File: config.mk
export PLATFORM = sky130hd
export DESIGN_NAME = expansion_shiftreg_ctrl_flat
export DESIGN_NICKNAME = d
export VERILOG_FILES = /design/src/rtl/expansion_shiftreg_ctrl_if.sv /design/src/rtl/expansion_shiftreg_ctrl.sv /design/src/flat_wrapper.sv
export SDC_FILE = /design/constraint.sdc
export NUM_CORES = 1
export LEC_CHECK = 0
export BUFFER_PORTS_ARGS = -buffer_cell sky130_fd_sc_hd__buf_2
export CAP_MARGIN = 20
export CORE_UTILIZATION = 40
export CTS_BUF_LIST = sky130_fd_sc_hd__clkbuf_2
export CTS_CLUSTER_DIAMETER = 30
export DETAILED_ROUTE_END_ITERATION = 7
export GPL_TIMING_DRIVEN = 0
export PLACE_DENSITY_LB_ADDON = 0.08
export SLEW_MARGIN = 25
export SYNTH_ARGS = -nofsm -noshare
export SYNTH_HDL_FRONTEND = slang
export SYNTH_SLANG_ARGS = --single-unit
File: constraint.sdc
create_clock -name clk -period 5.2 [get_ports clk]
set_input_delay 0.26 -clock clk [delete_from_list [all_inputs] [get_ports clk]]
set_output_delay 0.26 -clock clk [all_outputs]
set_load 0.005 [all_outputs]
File: src/rtl/expansion_shiftreg_ctrl_if.sv
// expansion_shiftreg_ctrl_if
//
// Groups every non-clock signal of the shift-register transfer scheduler.
//   Host side  : data_out, wr_req (to controller); data_in, in_valid,
//                frame_cnt, busy (from controller)
//   Engine side: eng_busy, eng_done, eng_in (to controller);
//                eng_start, eng_out (from controller)
//   Errors     : err_clr (to controller); err_timeout (from controller)
// Modport slave is the controller's view; master is the host/engine view.
interface expansion_shiftreg_ctrl_if #(
    parameter int WIDTH = 8
);
    logic [WIDTH-1:0] data_out;
    logic             wr_req;
    logic [WIDTH-1:0] data_in;
    logic             in_valid;
    logic [15:0]      frame_cnt;
    logic             busy;
    logic             eng_start;
    logic [WIDTH-1:0] eng_out;
    logic             eng_busy;
    logic             eng_done;
    logic [WIDTH-1:0] eng_in;
    logic             err_timeout;
    logic             err_clr;

    modport slave (
        input  data_out, wr_req, eng_busy, eng_done, eng_in, err_clr,
        output data_in, in_valid, frame_cnt, busy, eng_start, eng_out, err_timeout
    );

    modport master (
        output data_out, wr_req, eng_busy, eng_done, eng_in, err_clr,
        input  data_in, in_valid, frame_cnt, busy, eng_start, eng_out, err_timeout
    );
endinterface

File: src/rtl/expansion_shiftreg_ctrl.sv
// expansion_shiftreg_ctrl
//
// Transfer scheduler for the shift-register I/O expansion engine. A frame is
// launched on a periodic refresh expiry or on a host write request. The output
// word is frozen into eng_out when a frame is launched and the input word is
// published as a single snapshot (data_in + one-cycle in_valid) when the
// engine reports completion.
//
// Ports:
//   clk    in  system clock
//   rst_n  in  asynchronous active-low reset
//   bus    expansion_shiftreg_ctrl_if.slave
//          host  : data_out, wr_req -> ; data_in, in_valid, frame_cnt, busy <-
//          engine: eng_busy, eng_done, eng_in -> ; eng_start, eng_out <-
//          errors: err_clr -> ; err_timeout <-
//
// Optional feature: define SHIFTREG_WATCHDOG_EN to enable the WAIT-state
// watchdog (TIMEOUT cycles from eng_start) and the sticky err_timeout flag.
// Without it err_timeout is tied low and err_clr is ignored.
module expansion_shiftreg_ctrl #(
    parameter int WIDTH   = 8,
    parameter int REFRESH = 1000,
    parameter int TIMEOUT = 4096
) (
    input  logic                     clk,
    input  logic                     rst_n,
    expansion_shiftreg_ctrl_if.slave bus
);

    localparam logic [1:0] IDLE  = 2'd0;
    localparam logic [1:0] START = 2'd1;
    localparam logic [1:0] WAIT  = 2'd2;
    localparam logic [1:0] LATCH = 2'd3;

    localparam int               REF_W    = (REFRESH > 1) ? $clog2(REFRESH) : 1;
    localparam logic [REF_W-1:0] REF_LAST = REF_W'(REFRESH - 1);

    logic [1:0]       state;
    logic [REF_W-1:0] ref_cnt;
    logic             pending;
    logic             eng_start_q;
    logic             busy_q;
    logic             in_valid_q;
    logic [WIDTH-1:0] eng_out_q;
    logic [WIDTH-1:0] data_in_q;
    logic [15:0]      frame_cnt_q;

    logic trigger;
    logic frame_done;
    logic wd_expire;

    // Any of the three launch sources; a simultaneous write and refresh
    // expiry still launch only one frame since both are consumed together.
    assign trigger    = bus.wr_req || pending || (ref_cnt == REF_LAST);
    // Completion is only honoured while waiting on the engine.
    assign frame_done = (state == WAIT) && bus.eng_done;

    always_ff @(posedge clk or negedge rst_n) begin
        if (!rst_n) begin
            state       <= IDLE;
            ref_cnt     <= '0;
            pending     <= 1'b0;
            eng_start_q <= 1'b0;
            busy_q      <= 1'b0;
            in_valid_q  <= 1'b0;
            eng_out_q   <= '0;
            data_in_q   <= '0;
            frame_cnt_q <= '0;
        end else begin
            eng_start_q <= 1'b0;
            in_valid_q  <= 1'b0;
            // Written every cycle so the count is always a function of its
            // own previous value.
            frame_cnt_q <= frame_cnt_q + 16'(frame_done);

            // Saturating at the last value keeps a refresh that fell due
            // mid-frame armed until the controller is back in IDLE.
            if (ref_cnt != REF_LAST) begin
                ref_cnt <= ref_cnt + REF_W'(1);
            end

            if (bus.wr_req && (state != IDLE)) begin
                pending <= 1'b1;
            end

            case (state)
                IDLE: begin
                    if (trigger) begin
                        eng_out_q   <= bus.data_out;
                        pending     <= 1'b0;
                        eng_start_q <= 1'b1;
                        busy_q      <= 1'b1;
                        ref_cnt     <= '0;
                        state       <= START;
                    end
                end
                START: begin
                    state <= WAIT;
                end
                WAIT: begin
                    // Snapshot is published on the edge that sees eng_done so
                    // data_in/in_valid/frame_cnt all move together in LATCH.
                    if (bus.eng_done) begin
                        data_in_q  <= bus.eng_in;
                        in_valid_q <= 1'b1;
                        busy_q     <= 1'b0;
                        state      <= LATCH;
                    end else if (wd_expire) begin
                        busy_q <= 1'b0;
                        state  <= IDLE;
                    end
                end
                default: begin
                    state <= IDLE;
                end
            endcase
        end
    end

`ifdef SHIFTREG_WATCHDOG_EN
    localparam int              WD_W    = $clog2(TIMEOUT + 1);
    localparam logic [WD_W-1:0] WD_LAST = WD_W'(TIMEOUT);

    logic [WD_W-1:0] wd_cnt;
    logic            err_q;

    // Counter is 0 in the START cycle, so it equals the number of cycles
    // elapsed since eng_start.
    assign wd_expire = (state == WAIT) && !bus.eng_done && (wd_cnt == WD_LAST);

    always_ff @(posedge clk or negedge rst_n) begin
        if (!rst_n) begin
            wd_cnt <= '0;
            err_q  <= 1'b0;
        end else begin
            if (state == IDLE) begin
                wd_cnt <= '0;
            end else if (wd_cnt != WD_LAST) begin
                wd_cnt <= wd_cnt + WD_W'(1);
            end

            // A new timeout takes priority over a simultaneous clear.
            if (wd_expire) begin
                err_q <= 1'b1;
            end else if (bus.err_clr) begin
                err_q <= 1'b0;
            end
        end
    end

    assign bus.err_timeout = err_q;
`else
    logic unused_wd;

    assign wd_expire       = 1'b0;
    assign bus.err_timeout = 1'b0;
    assign unused_wd       = ^{bus.err_clr, 32'(TIMEOUT)};
`endif

    // eng_busy is informational only; completion is signalled by eng_done.
    logic unused_busy;
    assign unused_busy = bus.eng_busy;

    assign bus.eng_start = eng_start_q;
    assign bus.eng_out   = eng_out_q;
    assign bus.busy      = busy_q;
    assign bus.data_in   = data_in_q;
    assign bus.in_valid  = in_valid_q;
    assign bus.frame_cnt = frame_cnt_q;

endmodule

File: src/flat_wrapper.sv
// flat-port wrapper written by rule: the top's interface ports become plain ports
module expansion_shiftreg_ctrl_flat 
#(
    parameter int WIDTH   = 8,
    parameter int REFRESH = 1000,
    parameter int TIMEOUT = 4096
)
  (clk, rst_n, bus_data_out, bus_wr_req, bus_eng_busy, bus_eng_done, bus_eng_in, bus_err_clr, bus_data_in, bus_in_valid, bus_frame_cnt, bus_busy, bus_eng_start, bus_eng_out, bus_err_timeout);
  expansion_shiftreg_ctrl_if #(.WIDTH(WIDTH)) bus_i ();
  input  logic clk;
  input  logic rst_n;
  input wire logic [$bits(bus_i.data_out)-1:0] bus_data_out;
  input wire logic [$bits(bus_i.wr_req)-1:0] bus_wr_req;
  input wire logic [$bits(bus_i.eng_busy)-1:0] bus_eng_busy;
  input wire logic [$bits(bus_i.eng_done)-1:0] bus_eng_done;
  input wire logic [$bits(bus_i.eng_in)-1:0] bus_eng_in;
  input wire logic [$bits(bus_i.err_clr)-1:0] bus_err_clr;
  output wire logic [$bits(bus_i.data_in)-1:0] bus_data_in;
  output wire logic [$bits(bus_i.in_valid)-1:0] bus_in_valid;
  output wire logic [$bits(bus_i.frame_cnt)-1:0] bus_frame_cnt;
  output wire logic [$bits(bus_i.busy)-1:0] bus_busy;
  output wire logic [$bits(bus_i.eng_start)-1:0] bus_eng_start;
  output wire logic [$bits(bus_i.eng_out)-1:0] bus_eng_out;
  output wire logic [$bits(bus_i.err_timeout)-1:0] bus_err_timeout;
  assign bus_i.data_out = bus_data_out;
  assign bus_i.wr_req = bus_wr_req;
  assign bus_i.eng_busy = bus_eng_busy;
  assign bus_i.eng_done = bus_eng_done;
  assign bus_i.eng_in = bus_eng_in;
  assign bus_i.err_clr = bus_err_clr;
  assign bus_data_in = bus_i.data_in;
  assign bus_in_valid = bus_i.in_valid;
  assign bus_frame_cnt = bus_i.frame_cnt;
  assign bus_busy = bus_i.busy;
  assign bus_eng_start = bus_i.eng_start;
  assign bus_eng_out = bus_i.eng_out;
  assign bus_err_timeout = bus_i.err_timeout;
  expansion_shiftreg_ctrl #(.WIDTH(WIDTH), .REFRESH(REFRESH), .TIMEOUT(TIMEOUT)) u_core (.clk(clk), .rst_n(rst_n), .bus(bus_i));
endmodule
==> flow_summary_export.csv, run 1 <==
group,metric,value,unit
run_status,status,"finished, final reports clean",
placement,io_buffer_count,54,
critical_path,endpoint_kind,"register",
critical_path,path_buf_inv,3,
critical_path,crit_path_max_incr_delay,0.44,ns
critical_path,critPathSlowestCell,"dfrtp_1",
floorplan,ios,58,
clock_tree,clkSinkCount,48,
critical_path,path_max_fanout,10,
timing,holdWs,0.0623,ns
timing,tns,0,ns
layout,layout-drive-gt1-share,35.8,%
floorplan,num_rows,25,
clock_tree,path_clk_slew,0.24,ns
routing,drt_iter0_drc,39,
power_and_ir_drop,p_leak,0.00123,uW
routing,wire_per_inst,12.8,um
global_route,grt.overflow.total,0,
clock_tree,tritoncts,"built",
routing,wl,3760,um
synthesis,syn_inst,161,
global_route,grtUsageTotal,15.1,%
global_route,antenna_found_initial,0,
placement,place_ws,2.93,ns
clock_tree,cts_resized,0,
critical_path,worstPathArrival,2.64,ns
floorplan,core,4820,sq um
power_and_ir_drop,power_density,463,nW/um^2
timing,slew_headroom,59.8,%
synthesis,synth-main-ff-cell,"dfrtp_1",
power_and_ir_drop,total_power,1150,uW
placement,place_congestion,0.759,
routing,vias,1393,
layout,fin_nets,252,
synthesis,ys_types,29,
synthesis,synthArstFlopShare,100,%
layout,area_delta_synth_final,22.1,%
clock_tree,clkLatencyLatePin,0.41,ns
synthesis,syn_avg_cell_area,12.7,sq um
floorplan,fp.dieArea,5380,sq um
critical_path,worst-setup-path-type,"reg -> reg",
timing,rsz0062_at_grt,"false",
synthesis,synth.cell_area,2040,sq um
synthesis,ys_ff_latch,48,
global_route,grt_max_degree,49,
synthesis,seq_area_frac_synth,59.0,%
run,drv_cap,0,
synthesis,yosys_warnings,0,
placement,dp.final_hpwl,2750,um
timing,hold_viol_final,0,
hold_path,hold_path.class,"in -> reg",
timing,fin_ws,2.88,ns
floorplan,die_h,73.4,um
synthesis,syn_nets,188,
layout,diodes,0,
timing,min_period_over_period,44.7,%
power_and_ir_drop,peakVddDrop,0.211,mV
floorplan,initial_core_util,42.3,%
critical_path,start_kind,"register",
routing,postRouteAntennaNets,0,
timing,fmax,430,MHz
global_route,grt_pass1_wl,6110,um
critical_path,path_delay_family,"adder cells",
clock_tree,h-tree-depth,2,
clock_tree,cts_buffer_depth,2,
clock_tree,cts_root_buf,"clkbuf_2",
routing,route.detailed.drc,0,
routing,firstDrtPassIters,4,
timing,worst-slew-pin-transition,0.602,ns
critical_path,worstPathCellList,"inv_1, ha_1, nand2_1, inv_1, ha_1, ha_1, and2_1, clkbuf_1, nand4_1, xnor2_1",
synthesis,synth-edff-count,0,
timing,report.final.slew_viol_count,0,
timing,fin_crit,2.32,ns
critical_path,worstPathRequired,5.52,ns
global_route,grt_pass1_vias,1337,
routing,via_per_inst,4.75,
timing,clock_skew,0.0233,ns
floorplan,die_w,73.4,um
critical_path,crit_path_frequent_cell,"ha_1",
clock_tree,cts_buffers,5,
timing,setup_viol,0,
[Yosys cell counts (2+ instances only)]
master / instances / area (sq um)
buf_4: 2 / 15.0
xnor2_1: 15 / 131
xor2_1: 6 / 52.6
and3_1: 2 / 12.5
nand3_1: 6 / 30.0
ha_1: 5 / 62.6
mux2_2: 17 / 191
nor2_1: 14 / 52.6
nand4_1: 5 / 31.3
and4_1: 4 / 35.0
and2_1: 3 / 18.8
nand2_1: 13 / 48.8
inv_1: 5 / 18.8
nor3_1: 2 / 10.0
dfrtp_1: 48 / 1200
[cell type report]
class,count,area [sq um]
Inverter,5,18.8
Clock inverter,3,37.5
Clock buffer,5,25.0
Buffer,3,18.8
Timing Repair Buffer,57,303
Fill cell,471,2330
Tap cell,67,83.8
Multi-Input combinational cell,105,798
Sequential cell,48,1200
[final timing paths]
path | startpoint | endpoint | slack, ns | depth (start not counted)
worst max-delay path | u_core.state[0] | u_core.bus.frame_cnt[12] | 2.88 | 10
worst min-delay path | bus_data_out[4] | u_core.bus.eng_out[4] | 0.06 | 2
worst max register to register | u_core.state[0] | u_core.bus.frame_cnt[12] | 2.88 | 10
worst min register to register | u_core.bus.frame_cnt[15] | u_core.bus.frame_cnt[15] | 0.48 | 1
max in group asynchronous | rst_n | u_core.ref_cnt[6] | 4.42 | 2
min in group asynchronous | rst_n | u_core.bus.frame_cnt[3] | 0.37 | 2
[power by group]
group	internal (uW)	leakage, uW	switching (uW)
logic	216	0.000582	167
registers	496	0.000610	79.8
clock network	78.4	0.0000380	114
total	790	0.00123	361
[through the flow]
stage               util (%)  std cells  area [sq um]
CTS                     51.1        291          2460
global route            51.6        293          2490
finish                  51.6        293          2490
detailed placement      49.6        282          2390
floorplan                  -        161          2040
global placement        49.6        282          2390
[layout by cell type, fill, tap and decap left out, types with 2 or more instances in the layout]
| cell | synthesis | layout |
|---|---|---|
| and2_1 | 3 | 3 |
| and3_1 | 2 | 2 |
| and4_1 | 4 | 4 |
| buf_2 | 0 | 53 |
| buf_4 | 2 | 3 |
| clkbuf_2 | 0 | 5 |
| clkinv_1 | 0 | 2 |
| dfrtp_1 | 48 | 48 |
| dlygate4sd3_1 | 0 | 3 |
| ha_1 | 5 | 5 |
| inv_1 | 5 | 5 |
| mux2_2 | 17 | 17 |
| nand2_1 | 13 | 13 |
| nand3_1 | 6 | 6 |
| nand4_1 | 5 | 5 |
| nor2_1 | 14 | 14 |
| nor3_1 | 2 | 2 |
| xnor2_1 | 15 | 15 |
| xor2_1 | 6 | 6 |
[state kept, by name (all words and copies together) (netlist names)]
signal                count
u_core.bus.busy           1
u_core.bus.data_in        8
u_core.bus.eng_out        8
u_core.bus.eng_start      1
u_core.bus.frame_cnt     16
u_core.bus.in_valid       1
u_core.pending            1
u_core.ref_cnt           10
u_core.state              2
[cells by family after synthesis]
| group | synth area share [%] |
|---|---|
| compound gates | 3.19 |
| xor+xnor | 9.03 |
| fa+ha+maj | 3.07 |
| buf+inv | 1.84 |
| flops | 59.0 |
| mux | 9.89 |
| other cells | 0.184 |
| simple gates | 13.8 |
[repair_timing]
item                                   in CTS  in global routing
setup buffers                               0                  0
hold buffers                                1                  2
endpoints found under the hold margin      14                  2
[layer usage]
layer,up-vias,share of wire [%],global-route usage (%)
met5,-,0,0
met4,0,1.5,5.77
met2,26,54,25.3
met3,5,3.1,4.12
met1,683,42,18.7
li1,679,-,-
Power figures use the tool's default switching activity.
==> run 2, diff against run 1 <==
clock period = 2.3 ns   (was 5.2 ns; I/O delays follow)
==> flow_summary_export.csv, run 2 (synthesis gave the netlist of run 1 again) <==
group,metric,value,unit
run_status,status,"finished, final reports clean",
clock_tree,clkSinkCount,48,
global_route,grt_pass1_vias,1410,
layout,finalNonFillerCells,308,
run,drv_cap,0,
routing,firstDrtPassIters,4,
layout,final_common_cell,"buf_2",
timing,slew_headroom,60.5,%
global_route,busiest_layer,"met2",
critical_path,worstPathRequired,2.61,ns
floorplan,die_h,73.4,um
timing,setup_viol,0,
floorplan,fp.dieArea,5380,sq um
layout,fill_cells,456,
layout,postLayoutCellArea,2640,sq um
critical_path,worstPathCellList,"inv_1, ha_1, nand2_4, inv_1, ha_1, ha_1, and2_1, clkbuf_1, nand4_1, xnor2_1",
hold_path,hp-start,"bus_eng_done",
power_and_ir_drop,p_leak,0.00130,uW
layout,layout-drive-gt1-share,34.0,%
floorplan,initial_core_util,42.3,%
timing,hold_viol_final,0,
clock_tree,cts_buffer_depth,2,
hold_path,holdPathStages,3,
global_route,use_met3,4.12,%
global_route,grt_max_degree,49,
timing,tns,0,ns
timing,rsz0062_at_grt,"false",
critical_path,worstPathArrival,2.47,ns
routing,wl,3970,um
global_route,met1_usage,19.2,%
timing,report.final.slew_viol_count,0,
routing,route.detailed.drc,0,
critical_path,timing.rr.end,"u_core.bus.frame_cnt[12]",
layout,final_cell_mix,"buf_2 (53), dfrtp_1 (48), dlygate4sd3_1 (18), mux2_2 (17), xnor2_1 (15)",
timing,clock_skew,0.0245,ns
critical_path,start_kind,"register",
critical_path,crit_path_max_incr_delay,0.44,ns
clock_tree,clkLatencyLatePin,0.41,ns
layout,largest_register_ffs,16,
critical_path,ff2ff_setup_slack,0.14,ns
floorplan,die_w,73.4,um
layout,area_delta_synth_final,29.8,%
routing,postRouteAntennaNets,0,
clock_tree,h-tree-depth,2,
floorplan,core,4820,sq um
power_and_ir_drop,power_density,999,nW/um^2
critical_path,cp-startpoint,"u_core.state[0]",
clock_tree,cts_buffers,5,
placement,io_buffer_count,54,
critical_path,endpoint_kind,"register",
layout,diodes,0,
timing,fin_crit,2.16,ns
critical_path,crit_path_frequent_cell,"ha_1",
clock_tree,path_clk_slew,0.24,ns
power_and_ir_drop,peakVddDrop,0.482,mV
timing,worst-slew-pin-transition,0.593,ns
timing,min_period_over_period,93.7,%
placement,dp.final_hpwl,2750,um
critical_path,path_max_fanout,10,
hold_path,holdPathEnd,"u_core.bus.in_valid",
hold_path,hold_path.class,"in -> reg",
floorplan,ios,58,
placement,place_congestion,0.759,
layout,fin_util,54.9,%
critical_path,critPathSlowestCell,"dfrtp_1",
placement,placed_area,2390,sq um
critical_path,worst-setup-path-type,"reg -> reg",
global_route,grtUsageTotal,15.8,%
placement,dp.cells,282,
routing,drt_iter0_drc,37,
clock_tree,cts_root_buf,"clkbuf_2",
global_route,grt_pass1_wl,6400,um
floorplan,num_rows,25,
critical_path,reg2reg_depth,10,
critical_path,rr_startpoint,"u_core.state[0]",
routing,via_per_inst,4.69,
routing,vias,1444,
global_route,grt.overflow.total,0,
timing,fmax,464,MHz
layout,fin_nets,267,
routing,wire_per_inst,12.9,um
clock_tree,tritoncts,"built",
global_route,antenna_found_initial,0,
global_route,grt_use_met2,27.3,%
-- run 2: worst max-delay path, delay by kind of cell (launching register included) --
family,cells,cell delay [ns]
adders and majority gates,3,0.62
and+or+nand+nor,3,0.44
DFF,1,0.44
buffers and inverters,3,0.39
xor gates and xnor gates,1,0.15
-- run 2: metal layers --
metal / share of wire [%] / wire length, um / up-vias
met5: 0 / 0 / -
met4: 1.4 / 55 / 0
met3: 2.8 / 113 / 5
met2: 54 / 2130 / 22
met1: 42 / 1670 / 711
li1: - / - / 706
-- run 2: per-stage QoR --
step | setup slack [ns] | hold slack, ns | total power (uW)
2_1_floorplan | 0.360 | -0.181 | 1830
3_5_place_dp | 0.0277 | 0.355 | 2200
5_1_grt | 0.00346 | 0.0182 | 2840
4_1_cts | 0.0812 | 0.0387 | 2680
6_report | 0.145 | 0.0508 | 2640
3_3_place_gp | 0.0736 | 0.338 | 2150
-- run 2: timing repair --
item / CTS / global route
setup buffers: 0 / 0
hold buffers: 18 / 0
setup endpoints to repair: 3 / 5
resized for setup: 1 / 1
hold endpoints to repair: 66 / 0
-- run 2: area by class of cell --
type	count	area (sq um)	share of cell area, %
flip-flops and latches	48	1200	45.4
repair buffers	72	453	17.1
well taps	67	83.8	3.17
clock inverters	3	37.5	1.42
plain buffers	3	18.8	0.710
inverters	5	18.8	0.710
multi-input cells	105	806	30.5
clock buffers	5	25.0	0.947
-- run 2: where the power goes --
group | switching, uW | internal (uW) | total, uW
sequential | 185 | 1120 | 1310
clock | 258 | 177 | 435
combinational | 391 | 509 | 900
-- run 2: worst max path at each step --
| stage | endpoint | slack, ns |
|---|---|---|
| 3_3_place_gp | u_core.bus.frame_cnt[12] | 0.07 |
| 4_1_cts | u_core.bus.frame_cnt[12] | 0.08 |
| 5_1_grt | u_core.bus.frame_cnt[12] | 0.003 |
| 6_report | u_core.bus.frame_cnt[12] | 0.14 |
| 2_1_floorplan | u_core.bus.frame_cnt[12] | 0.36 |
| 3_5_place_dp | u_core.bus.frame_cnt[12] | 0.03 |
==> run 3, diff against run 2 <==
ABC_AREA = 1   (was unset)
==> flow_summary_export.csv, run 3 <==
group,metric,value,unit
timing,fmax,487,MHz
placement,placed_area,2540,sq um
power_and_ir_drop,total_power,2620,uW
layout,seq_area,1200,sq um
synthesis,syn_inst,240,
critical_path,worst-setup-path-type,"reg -> reg",
routing,postRouteAntennaNets,0,
critical_path,start_kind,"register",
routing,route.detailed.drc,0,
timing,holdWs,0.207,ns
placement,io_buffer_count,54,
timing,setup_viol,0,
layout,area_delta_synth_final,28.4,%
global_route,antenna_found_initial,0,
synthesis,yosys.area_share.simple,27.8,%
timing,clock_skew,0.0161,ns
timing,hold_viol_final,0,
clock_tree,tritoncts,"built",
synthesis,synth_compound_area_share,1.49,%
synthesis,ys_ff_latch,48,
synthesis,synth_top_family_by_area,"simple AND/OR/NAND/NOR gates",
layout,fin_util,54.1,%
layout,layout-drive-gt1-share,25.9,%
layout,postLayoutCellArea,2800,sq um
clock_tree,cts_buffer_depth,2,
floorplan,num_rows,26,
run_status,status,"finished, final reports clean",
synthesis,syn_nets,267,
synthesis,synth.area.top_cells,"dfrtp_1 (55%), nand2_1 (14%), inv_1 (4.3%)",
placement,place_congestion,0.763,
timing,min_period_over_period,89.3,%
floorplan,ios,58,
clock_tree,cts_root_buf,"clkbuf_2",
clock_tree,clkSinkCount,48,
timing,report.final.slew_viol_count,0,
synthesis,synthAdderAreaFrac,2.87,%
synthesis,seq_area_frac_synth,55.1,%
layout,final_common_cell,"nand2_1",
global_route,grt_max_degree,49,
routing,via_per_inst,4.35,
routing,firstDrtPassIters,4,
routing,drt_iter0_drc,90,
routing,vias,1701,
synthesis,syn_avg_cell_area,9.08,sq um
power_and_ir_drop,peakVddDrop,0.495,mV
floorplan,die_w,75.8,um
run,drv_cap,0,
global_route,grt.overflow.total,0,
critical_path,worstPathArrival,2.41,ns
synthesis,yosys-top-cells-count,"nand2_1 (84), dfrtp_1 (48), inv_1 (25), nor2_1 (14), nand3_1 (12)",
synthesis,yosys_warnings,0,
timing,fin_crit,2.05,ns
synthesis,synth_most_common_cell,"nand2_1",
layout,fill_cells,472,
placement,place_ws,-0.137,ns
timing,worst-slew-pin-transition,0.601,ns
layout,diodes,0,
critical_path,worstPathRequired,2.66,ns
synthesis,synth-edff-count,0,
timing,slew_headroom,59.9,%
power_and_ir_drop,power_density,936,nW/um^2
clock_tree,clkLatencyLatePin,0.40,ns
routing,wl,4450,um
synthesis,yosys.area.top_type,"dfrtp_1",
power_and_ir_drop,p_leak,0.00155,uW
layout,final_cell_mix,"nand2_1 (83), buf_2 (53), dfrtp_1 (48), inv_1 (25), dlygate4sd3_1 (19)",
clock_tree,cts_buffers,5,
clock_tree,h-tree-depth,2,
routing,wire_per_inst,11.4,um
layout,largest_register_ffs,16,
clock_tree,path_clk_slew,0.23,ns
floorplan,die_h,75.8,um
global_route,grtUsageTotal,16.8,%
global_route,grt_pass1_vias,1553,
layout,multi_input_area,863,sq um
critical_path,path_max_fanout,10,
layout,fin_nets,347,
timing,fin_ws,0.247,ns
synthesis,yosysTopAreaCellShare,55.1,%
synthesis,ys_types,27,
synthesis,synth-main-ff-cell,"dfrtp_1",
synthesis,synth_xor_area_share,6.03,%
critical_path,reg2reg_depth,11,
floorplan,core,5170,sq um
placement,dp.final_hpwl,2960,um
critical_path,endpoint_kind,"register",
global_route,grt_pass1_wl,7070,um
floorplan,initial_core_util,42.1,%
floorplan,fp.dieArea,5750,sq um
synthesis,synth.cell_area,2180,sq um
synthesis,muxShareOfSynthArea,0,%
synthesis,synthArstFlopShare,100,%
hold_path,hold_path.class,"in -> async",
[run 3: cell types whose count changed in the layout (fill, tap and decap cells not counted), sizes merged, moves of 4 or more]
| cell | change |
|---|---|
| nand2 | +77 |
| inv | +22 |
| mux2 | -17 |
| xnor2 | -9 |
| nand3 | +6 |
| and4 | -4 |
| nor2 | +4 |
| o21ai | +4 |
[run 3: routing by layer]
metal,track usage [%],up-vias,wire length [um]
met1,22.9,748,2160
met2,25.8,45,2000
met3,5.03,6,220
met4,5.56,0,62
li1,-,902,-
met5,0,-,0
[run 3: power breakdown]
| group | switching, uW | internal (uW) | total [uW] |
|---|---|---|---|
| Combinational | 562 | 453 | 1010 |
| Clock | 258 | 68.4 | 327 |
| Sequential | 169 | 1110 | 1280 |
| Total | 989 | 1630 | 2620 |
[run 3: through the flow]
stage | setup TNS, ns | cells
2_1_floorplan | 0 | 240
3_3_place_gp | -0.185 | 364
6_report | 0 | 391
5_1_grt | -0.00552 | 391
4_1_cts | 0 | 390
3_5_place_dp | -0.238 | 364
[run 3: cell type report]
class,count,area share (%)
multi-input combinational,162,30.9
tap,70,3.13
timing repair buffer,73,16.5
sequential,48,42.9
clock inverter,3,0.492
buffer,3,1.25
clock buffer,5,0.894
inverter,27,3.89
[run 3: repair_timing]
item / in CTS / in global routing
buffers inserted: 0 / 0
hold endpoints to repair: 65 / 4
hold buffers: 18 / 1
resized for setup: 3 / 5
endpoints found under the setup margin: 5 / 4
[run 3: cells by family (layout without fill, tap and decap cells)]
| logic type | count (synthesis) | count (layout) |
|---|---|---|
| and+or+nand+nor | 135 | 135 |
| xor gates and xnor gates | 15 | 15 |
| DFF | 48 | 48 |
| buffers and inverters | 30 | 111 |
| adders and majority gates | 5 | 5 |
| other | 1 | 1 |
| AOI/OAI and AO/OA | 6 | 6 |
[run 3: final timing paths]
kind	startpoint	endpoint	slack [ns]
min reg2reg	u_core.bus.eng_out[2]	u_core.bus.eng_out[2]	0.51
max in group asynchronous	rst_n	u_core.bus.eng_out[4]	1.67
max reg2reg	u_core.state[0]	u_core.bus.frame_cnt[10]	0.25
max	u_core.state[0]	u_core.bus.frame_cnt[10]	0.25
min	rst_n	u_core.bus.frame_cnt[11]	0.21
min in group clk	bus_data_out[6]	u_core.bus.eng_out[6]	0.43
[run 3: worst max-delay path: stages (launching register included)]
cell	delay, ns
dfrtp_1	0.43
inv_1	0.08
ha_1	0.24
nand2_4	0.13
inv_4	0.12
ha_1	0.18
ha_1	0.20
nand3_2	0.14
inv_1	0.11
nand2_1	0.08
nor2_1	0.13
xor2_1	0.15
